**config.mk**
```make
export PLATFORM = sky130hd
export DESIGN_NAME = muldiv_unit
export DESIGN_NICKNAME = d
export VERILOG_FILES = /design/src/rtl/muldiv_unit.sv
export SDC_FILE = /design/constraint.sdc
export NUM_CORES = 1
export LEC_CHECK = 0
export CORE_ASPECT_RATIO = 1.2
export CORE_MARGIN = 5
export CORE_UTILIZATION = 45
export DETAILED_ROUTE_END_ITERATION = 8
export PLACE_DENSITY = 0.62
export SETUP_SLACK_MARGIN = 0.15
export SLEW_MARGIN = 30
export SYNTH_ARGS = -nofsm -noshare
export SYNTH_HDL_FRONTEND = slang
export SYNTH_SLANG_ARGS = --single-unit
export TNS_END_PERCENT = 10
```
**constraint.sdc**
```tcl
create_clock -name clk -period 4.75 [get_ports clk]
set_clock_uncertainty 0.05 [all_clocks]
set_input_delay 0.475 -clock clk [delete_from_list [all_inputs] [get_ports clk]]
set_output_delay 0.475 -clock clk [all_outputs]
set_load 0.05 [all_outputs]
```
**src/rtl/muldiv_unit.sv**
```systemverilog
// Iterative RV32M multiply/divide unit driving the register-file write port; one op in flight.
// Define RV_MULDIV_FAST_MUL_EN for a single-cycle multiplier (divide path unchanged).
module muldiv_unit #(
  parameter int XLEN       = 32,
  parameter int ITERATIONS = 32
) (
  input  logic            clk,
  input  logic            reset,
  input  logic            start,
  input  logic [2:0]      funct3,
  input  logic [XLEN-1:0] operand1,
  input  logic [XLEN-1:0] operand2,
  input  logic [4:0]      rd_in,
  output logic            busy,
  output logic            done,
  output logic [4:0]      write_address,
  output logic [XLEN-1:0] write_data,
  output logic            write_enable
);

  localparam int CW = (ITERATIONS > 1) ? $clog2(ITERATIONS) : 1;
  localparam logic [CW-1:0] LAST = CW'(ITERATIONS - 1);
  localparam logic [XLEN-1:0] MIN_NEG = {1'b1, {(XLEN-1){1'b0}}};
`ifdef RV_MULDIV_FAST_MUL_EN
  localparam bit FAST_MUL = 1'b1;
`else
  localparam bit FAST_MUL = 1'b0;
`endif

  typedef enum logic [1:0] {S_IDLE, S_MUL, S_DIV, S_DONE} state_t;

  state_t            r_state;
  logic [CW-1:0]     r_cnt;
  logic [2*XLEN-1:0] r_acc;
  logic [XLEN-1:0]   r_mag;
  logic [2:0]        r_op;
  logic [4:0]        r_rd;
  logic              r_neg_q;
  logic              r_neg_r;
  logic              r_special;
  logic              r_done;
  logic              r_we;
  logic [4:0]        r_waddr;
  logic [XLEN-1:0]   r_wdata;

  logic              w_mul_op;
  logic              w_a_neg;
  logic              w_b_neg;
  logic [XLEN-1:0]   w_mag1;
  logic [XLEN-1:0]   w_mag2;
  logic              w_div_zero;
  logic              w_div_ovf;
  logic [XLEN-1:0]   w_special_res;
  logic [2*XLEN-1:0] w_mul_next;
  logic [XLEN:0]     w_part;
  logic              w_ge;
  logic [XLEN-1:0]   w_diff;
  logic [2*XLEN-1:0] w_div_next;
  logic [2*XLEN-1:0] w_prod;
  logic [XLEN-1:0]   w_quo;
  logic [XLEN-1:0]   w_rem;
  logic [XLEN-1:0]   w_result;

  // Operand signedness: MULHU, DIVU, REMU are fully unsigned; MULHSU only treats rs1 as signed.
  assign w_mul_op = ~funct3[2];
  assign w_a_neg  = operand1[XLEN-1] & (w_mul_op ? (funct3 != 3'd3) : ~funct3[0]);
  assign w_b_neg  = operand2[XLEN-1] & (w_mul_op ? ~funct3[1] : ~funct3[0]);
  assign w_mag1   = w_a_neg ? -operand1 : operand1;
  assign w_mag2   = w_b_neg ? -operand2 : operand2;

  assign w_div_zero    = funct3[2] & (operand2 == '0);
  assign w_div_ovf     = funct3[2] & ~funct3[0] & (operand1 == MIN_NEG) & (&operand2);
  assign w_special_res = w_div_zero ? (funct3[1] ? operand1 : '1)
                                    : (funct3[1] ? '0 : MIN_NEG);

`ifdef RV_MULDIV_FAST_MUL_EN
  assign w_mul_next = {{XLEN{1'b0}}, r_mag} * {{XLEN{1'b0}}, r_acc[XLEN-1:0]};
`else
  logic [XLEN:0] w_add;
  assign w_add      = {1'b0, r_acc[2*XLEN-1:XLEN]} + (r_acc[0] ? {1'b0, r_mag} : '0);
  assign w_mul_next = {w_add, r_acc[XLEN-1:1]};
`endif

  // Partial remainder keeps the shifted-out top bit so divisors >= 2^31 compare correctly.
  assign w_part     = r_acc[2*XLEN-1:XLEN-1];
  assign w_ge       = (w_part >= {1'b0, r_mag});
  assign w_diff     = w_part[XLEN-1:0] - r_mag;
  assign w_div_next = w_ge ? {w_diff, r_acc[XLEN-2:0], 1'b1}
                           : {w_part[XLEN-1:0], r_acc[XLEN-2:0], 1'b0};

  assign w_prod = r_neg_q ? -r_acc : r_acc;
  assign w_quo  = r_neg_q ? -r_acc[XLEN-1:0] : r_acc[XLEN-1:0];
  assign w_rem  = r_neg_r ? -r_acc[2*XLEN-1:XLEN] : r_acc[2*XLEN-1:XLEN];

  always_comb begin
    w_result = '0;
    if (r_special)
      w_result = r_acc[XLEN-1:0];
    else if (!r_op[2])
      w_result = (r_op == 3'd0) ? w_prod[XLEN-1:0] : w_prod[2*XLEN-1:XLEN];
    else
      w_result = r_op[1] ? w_rem : w_quo;
  end

  always_ff @(posedge clk) begin
    if (reset) begin
      r_state   <= S_IDLE;
      r_cnt     <= '0;
      r_acc     <= '0;
      r_mag     <= '0;
      r_op      <= '0;
      r_rd      <= '0;
      r_neg_q   <= 1'b0;
      r_neg_r   <= 1'b0;
      r_special <= 1'b0;
      r_done    <= 1'b0;
      r_we      <= 1'b0;
      r_waddr   <= '0;
      r_wdata   <= '0;
    end else begin
      case (r_state)
        S_IDLE: begin
          r_done <= 1'b0;
          r_we   <= 1'b0;
          r_cnt  <= '0;
          if (start) begin
            r_op      <= funct3;
            r_rd      <= rd_in;
            r_neg_q   <= w_a_neg ^ w_b_neg;
            r_neg_r   <= w_a_neg;
            r_special <= w_div_zero | w_div_ovf;
            // Multiply: rs1 magnitude is the addend, rs2 shifts out of the low half.
            r_mag     <= w_mul_op ? w_mag1 : w_mag2;
            if (w_div_zero | w_div_ovf) begin
              r_acc   <= {{XLEN{1'b0}}, w_special_res};
              r_state <= S_DONE;
            end else begin
              r_acc   <= {{XLEN{1'b0}}, (w_mul_op ? w_mag2 : w_mag1)};
              r_state <= w_mul_op ? S_MUL : S_DIV;
            end
          end
        end
        S_MUL: begin
          r_acc <= w_mul_next;
          r_cnt <= r_cnt + 1'b1;
          if (FAST_MUL || r_cnt == LAST) r_state <= S_DONE;
        end
        S_DIV: begin
          r_acc <= w_div_next;
          r_cnt <= r_cnt + 1'b1;
          if (r_cnt == LAST) r_state <= S_DONE;
        end
        S_DONE: begin
          // Sign fix-up and result select happen here; the write port sees it next cycle.
          r_done  <= 1'b1;
          r_we    <= (r_rd != 5'd0);
          r_waddr <= r_rd;
          r_wdata <= w_result;
          r_state <= S_IDLE;
        end
        default: r_state <= S_IDLE;
      endcase
    end
  end

  assign busy          = (r_state != S_IDLE);
  assign done          = r_done;
  assign write_enable  = r_we;
  assign write_address = r_waddr;
  assign write_data    = r_wdata;

endmodule

```
Word-level counts from Yosys, hierarchy flattened --
Cells that the tools add are included.
Operators by class: add/sub/neg operators 8, order comparisons 1, eq/ne operators 8, mux-type cells 29, bitwise logic cells 10, reduce and logical (&&, ||, !) cells 13
Operator list (number):
- $mux W32 | 15
- $mux W64 | 3
- $pmux W64 S3 | 1
- $neg A32 Y32 | 4
- $neg A64 Y64 | 1
- $add A32 B32 Y33 | 1
- $ge A33 B32 Y1 | 1
- $eq A32 B32 Y1 const B | 1
- $logic_not A32 Y1 | 1
- $reduce_and A32 Y1 | 1
- $sub A32 B32 Y32 | 1
- $pmux W5 S2 | 1
- $mux W2 | 4
- $and A1 B1 Y1 | 6
- $pmux W2 S3 | 1
- $reduce_and A2 Y1 | 3
- $reduce_bool A2 Y1 | 3
- $add A5 B1 Y5 const B | 1
- $eq A5 B5 Y1 const B | 1
- $reduce_bool A5 Y1 | 1
- $eq A2 B2 Y1 const B | 2
- $pmux W1 S2 | 2
- $logic_not A3 Y1 | 1
- $ne A3 B2 Y1 const B | 1
- 10 further kinds | 12
Storage, ports and cells: flip-flop bits (word level) 153, input port bits 75, output and inout bits 40

Depth between registers and ports, before layout --
depth in word-level cells 8, gate-level depth with buffers 14, gate-level depth less buffers 13

Least setup slack after synthesis --
Ideal clock, no wire load.
path type reg2reg, from reg r_acc[0], to reg r_acc[63], data arrival time 3109 ps, path slack 1472 ps, cell stages (with the launch flop) 14, period minus slack after synthesis 3278 ps, cells stage by stage dfxtp_1 -> inv_1 -> buf_1 -> nor2_1 -> fa_1 -> a211oi_1 -> o21ai_0 -> o21ai_0 -> a21o_1 -> a21o_1 -> a31oi_1 -> a221o_1 -> nor3b_1 -> o31a_1
On the way: cells in the longest elaborated chain, start to end 3
RTL lines:
- start, declared | line 34 | logic [2*XLEN-1:0] r_acc;
- start signal, assigned | line 135 | r_acc <= {{XLEN{1'b0}}, w_special_res};
- start signal, assigned | line 138 | r_acc <= {{XLEN{1'b0}}, (w_mul_op ? w_mag2 : w_mag1)};
- start signal, assigned | line 144 | r_acc <= w_mul_next;
- $mux W32 | line 80 | assign w_add = {1'b0, r_acc[2*XLEN-1:XLEN]} + (r_acc[0] ? {1'b0, r_mag} : '0);
- $add A32 B32 Y33 | line 80
- $pmux W64 S3 | line 121 | case (r_state)
No other way between the ends. A chain may end at the register's enable or synchronous reset.

Worst setup path after layout --
from reg r_acc[57], to reg r_acc[54]
On the way: cells in the longest elaborated chain, start to end 3
RTL lines:
- $ge A33 B32 Y1 | line 86 | assign w_ge = (w_part >= {1'b0, r_mag});
- $mux W64 | line 88 | assign w_div_next = w_ge ? {w_diff, r_acc[XLEN-2:0], 1'b1}
- $pmux W64 S3 | line 121
No other way between the ends.

==> impl_metrics.json <==
{
  "critical_path.cell_chain": "ha_1 > a21oi_1 > nor2_1 > a211oi_1 > o21ai_0 > a211o_1 > o22ai_4 > mux2_2 > a222oi_1 > a211oi_1",
  "synth_edf_count": 0,
  "yosys.cell_types.count": 86,
  "grt_antenna_before_repair": 1,
  "arrival_ns": 4.33,
  "num-nets-final": 2333,
  "hold_path_depth": 2,
  "powerDensity_nw_per_um2": 442,
  "die_area_um2": 38000,
  "drc": 0,
  "syn2layout_area_growth_pct": 13.8,
  "synthesis.area_um2": 15400,
  "drt_pass1_iterations": 5,
  "hold_buffers": 0,
  "worstPathMaxFanout": 22,
  "p_int_mw": 3.90,
  "syn-num-nets": 2312,
  "power.switching_mw": 3.84,
  "yosysTopAreaCell": "dfxtp_1",
  "ant_nets": 0,
  "finalHoldViolations": 0,
  "ir_drop_mv": 0.387,
  "pre_cts_ws_ns": 0.700,
  "htreeDepth": 4,
  "ys_top_cells_by_count": "214 x nor2_1, 200 x a21oi_1, 199 x nand2_1, 179 x o21ai_0, 153 x dfxtp_1",
  "grt_pass1_vias": 16500,
  "power.share.switching": 0.496,
  "drive_gt1_frac": 0.0625,
  "dieWidth_um": 179,
  "final_area_um2": 17500,
  "vias_per_cell": 6.58,
  "vias": 17400,
  "critPathMaxStageDelay_ns": 0.60,
  "max-cap-violations": 0,
  "port_buffers": 114,
  "r2r_slack_ns": 0.68,
  "grt_usage": 0.340,
  "rows": 74,
  "final-max-slew-violation-count": 0,
  "synthArstFlopShare": 0,
  "yosysTopAreaCellShare": 0.199,
  "place_area_um2": 16900,
  "post_drt_wl_per_cell_um": 25.0,
  "yosys_most_used_dff": "dfxtp_1",
  "grt_pass1_wl_mm": 99.1,
  "synth.avg_cell_area_um2": 7.13,
  "tightest_slew_ns": 1.00,
  "clock-sinks": 153,
  "cts_tree": "built",
  "min_path_type": "reg -> reg",
  "yosysMostFrequentCell": "nor2_1",
  "hpwlAfterDp_mm": 51.0,
  "min_period_over_period": 0.857,
  "yosysWarnings": 0,
  "fin_ws_ns": 0.679,
  "cpMostUsedCell": "a211oi_1",
  "period_needed_ns": 4.07,
  "tns_ns": 0,
  "insertion_delay_ns": 0.45,
  "r2r_cells": 10,
  "startpoint_type": "flip-flop",
  "synth_area_leaders": "dfxtp_1 20%, a21oi_1 6.5%, ha_1 6.2%",
  "post_cts_buffers": 0,
  "diodes": 0,
  "critPathSlowestCell": "dfxtp_1",
  "wl_mm": 66.1,
  "power_frac_comb": 0.540,
  "globalRouteOverflowTotal": 0,
  "yosysSeqAreaShare": 0.199,
  "hold_slack_ns": 0.402,
  "setup-violations-final": 0,
  "cts_root_buf": "clkbuf_16",
  "grt_setup_unrepaired": "no",
  "hp-start": "r_mag[5]",
  "die_h_um": 213,
  "seq_power_share": 0.268,
  "holdPathEnd": "r_mag[5]",
  "worstReg2RegStart": "r_acc[57]",
  "boundaryPins": 115,
  "gp_congestion": 1.01,
  "max_slew_margin": 0.313,
  "crit_required_ns": 5.01,
  "path_clk_slew_ns": 0.07,
  "r2r_end": "r_acc[54]",
  "cts_resized": 0,
  "drtIter0Drc": 1920,
  "syn_inst": 2159,
  "clock_power_share": 0.192,
  "start_util": 0.454,
  "status": "completed",
  "cts_max_path_buffers": 2,
  "power.leakage_nw": 6.86,
  "post-route-util": 0.517,
  "crit_type": "reg -> reg",
  "grt_max_degree": 76,
  "max_freq_mhz": 246,
  "synth-seq-cells": 153,
  "cts_buffers": 17,
  "core_um2": 33900,
  "end_kind": "flip-flop"
}
==> through the flow <==
stage | std cells | power [mW]
after global routing | 2649 | 8.10
final | 2649 | 7.73
after global placement | 2616 | 6.10
after detailed placement | 2617 | 6.12
after floorplan | 2159 | 4.72
after CTS | 2649 | 7.61
==> critical path: cells and delay by family, from the launching register on <==
kind,cells,cell delay (ns)
AOI/OAI and AO/OA,7,2.29
DFF,1,0.60
adders and majority gates,1,0.45
and+or+nand+nor,1,0.10
muxes,1,0.40
==> cell usage in the layout (no fill, tap or decap), drive strengths merged, types with 39 or more instances in the layout <==
cell           Yosys  final
clkdlybuf4s50      0    112
xnor2             94     94
nor3              43     43
nand3             41     41
a22oi             39     39
nor2             214    214
o21ai            191    191
buf               39     59
inv               73     77
ha                76     76
nand2            199    199
a21oi            200    200
xor2              94     94
dfxtp            153    153
==> cell families after synthesis <==
family / count (synthesis) / synth area share
DFF: 153 / 0.199
and+or+nand+nor: 706 / 0.225
AOI/OAI and AO/OA: 754 / 0.318
buffers and inverters: 243 / 0.0616
muxes: 37 / 0.0251
xor gates and xnor gates: 188 / 0.107
adders and majority gates: 78 / 0.0644
==> registers in the layout, summed over array words and instances (netlist names) <==
register       cells
done               1
r_acc             64
r_cnt              5
r_mag             32
r_neg_q            1
r_neg_r            1
r_op               3
r_rd               5
r_special          1
r_state            2
write_address      5
write_data        32
write_enable       1
==> area by class of cell <==
type | count | area [µm²]
fill | 3445 | 16400
multi-input combinational | 1763 | 11400
sequential | 153 | 3070
timing repair buffer | 171 | 1580
tap | 456 | 571
clock buffer | 21 | 460
inverter | 74 | 278
clock inverter | 11 | 158
==> worst max-delay path by stage <==
stage	start	end	cells past startpoint	slack, ns
after global placement	operand2[2]	r_mag[29]	10	0.73
after CTS	r_acc[57]	r_acc[50]	11	0.82
after detailed placement	operand1[18]	r_acc[10]	10	0.70
after global routing	r_acc[0]	r_acc[50]	12	0.49
final	r_acc[57]	r_acc[54]	10	0.68
after floorplan	r_acc[0]	r_acc[63]	13	1.47
==> per-layer routing <==
layer / global-route usage / vias up / routed length, µm
met5: 0 / - / 16
met4: 0.194 / 2 / 4350
met3: 0.0598 / 227 / 5290
met2: 0.557 / 957 / 30600
met1: 0.420 / 8294 / 25800
li1: - / 7950 / -
==> power groups by stage <==
stage	Clock (mW)	Sequential [mW]	Combinational, mW
after floorplan	0	1.81	2.91
after global placement	0	2.06	4.04
after detailed placement	0	2.07	4.05
after CTS	1.50	2.04	4.07
after global routing	1.55	2.07	4.48
final	1.48	2.07	4.18
(Power assumes the default switching activity.)
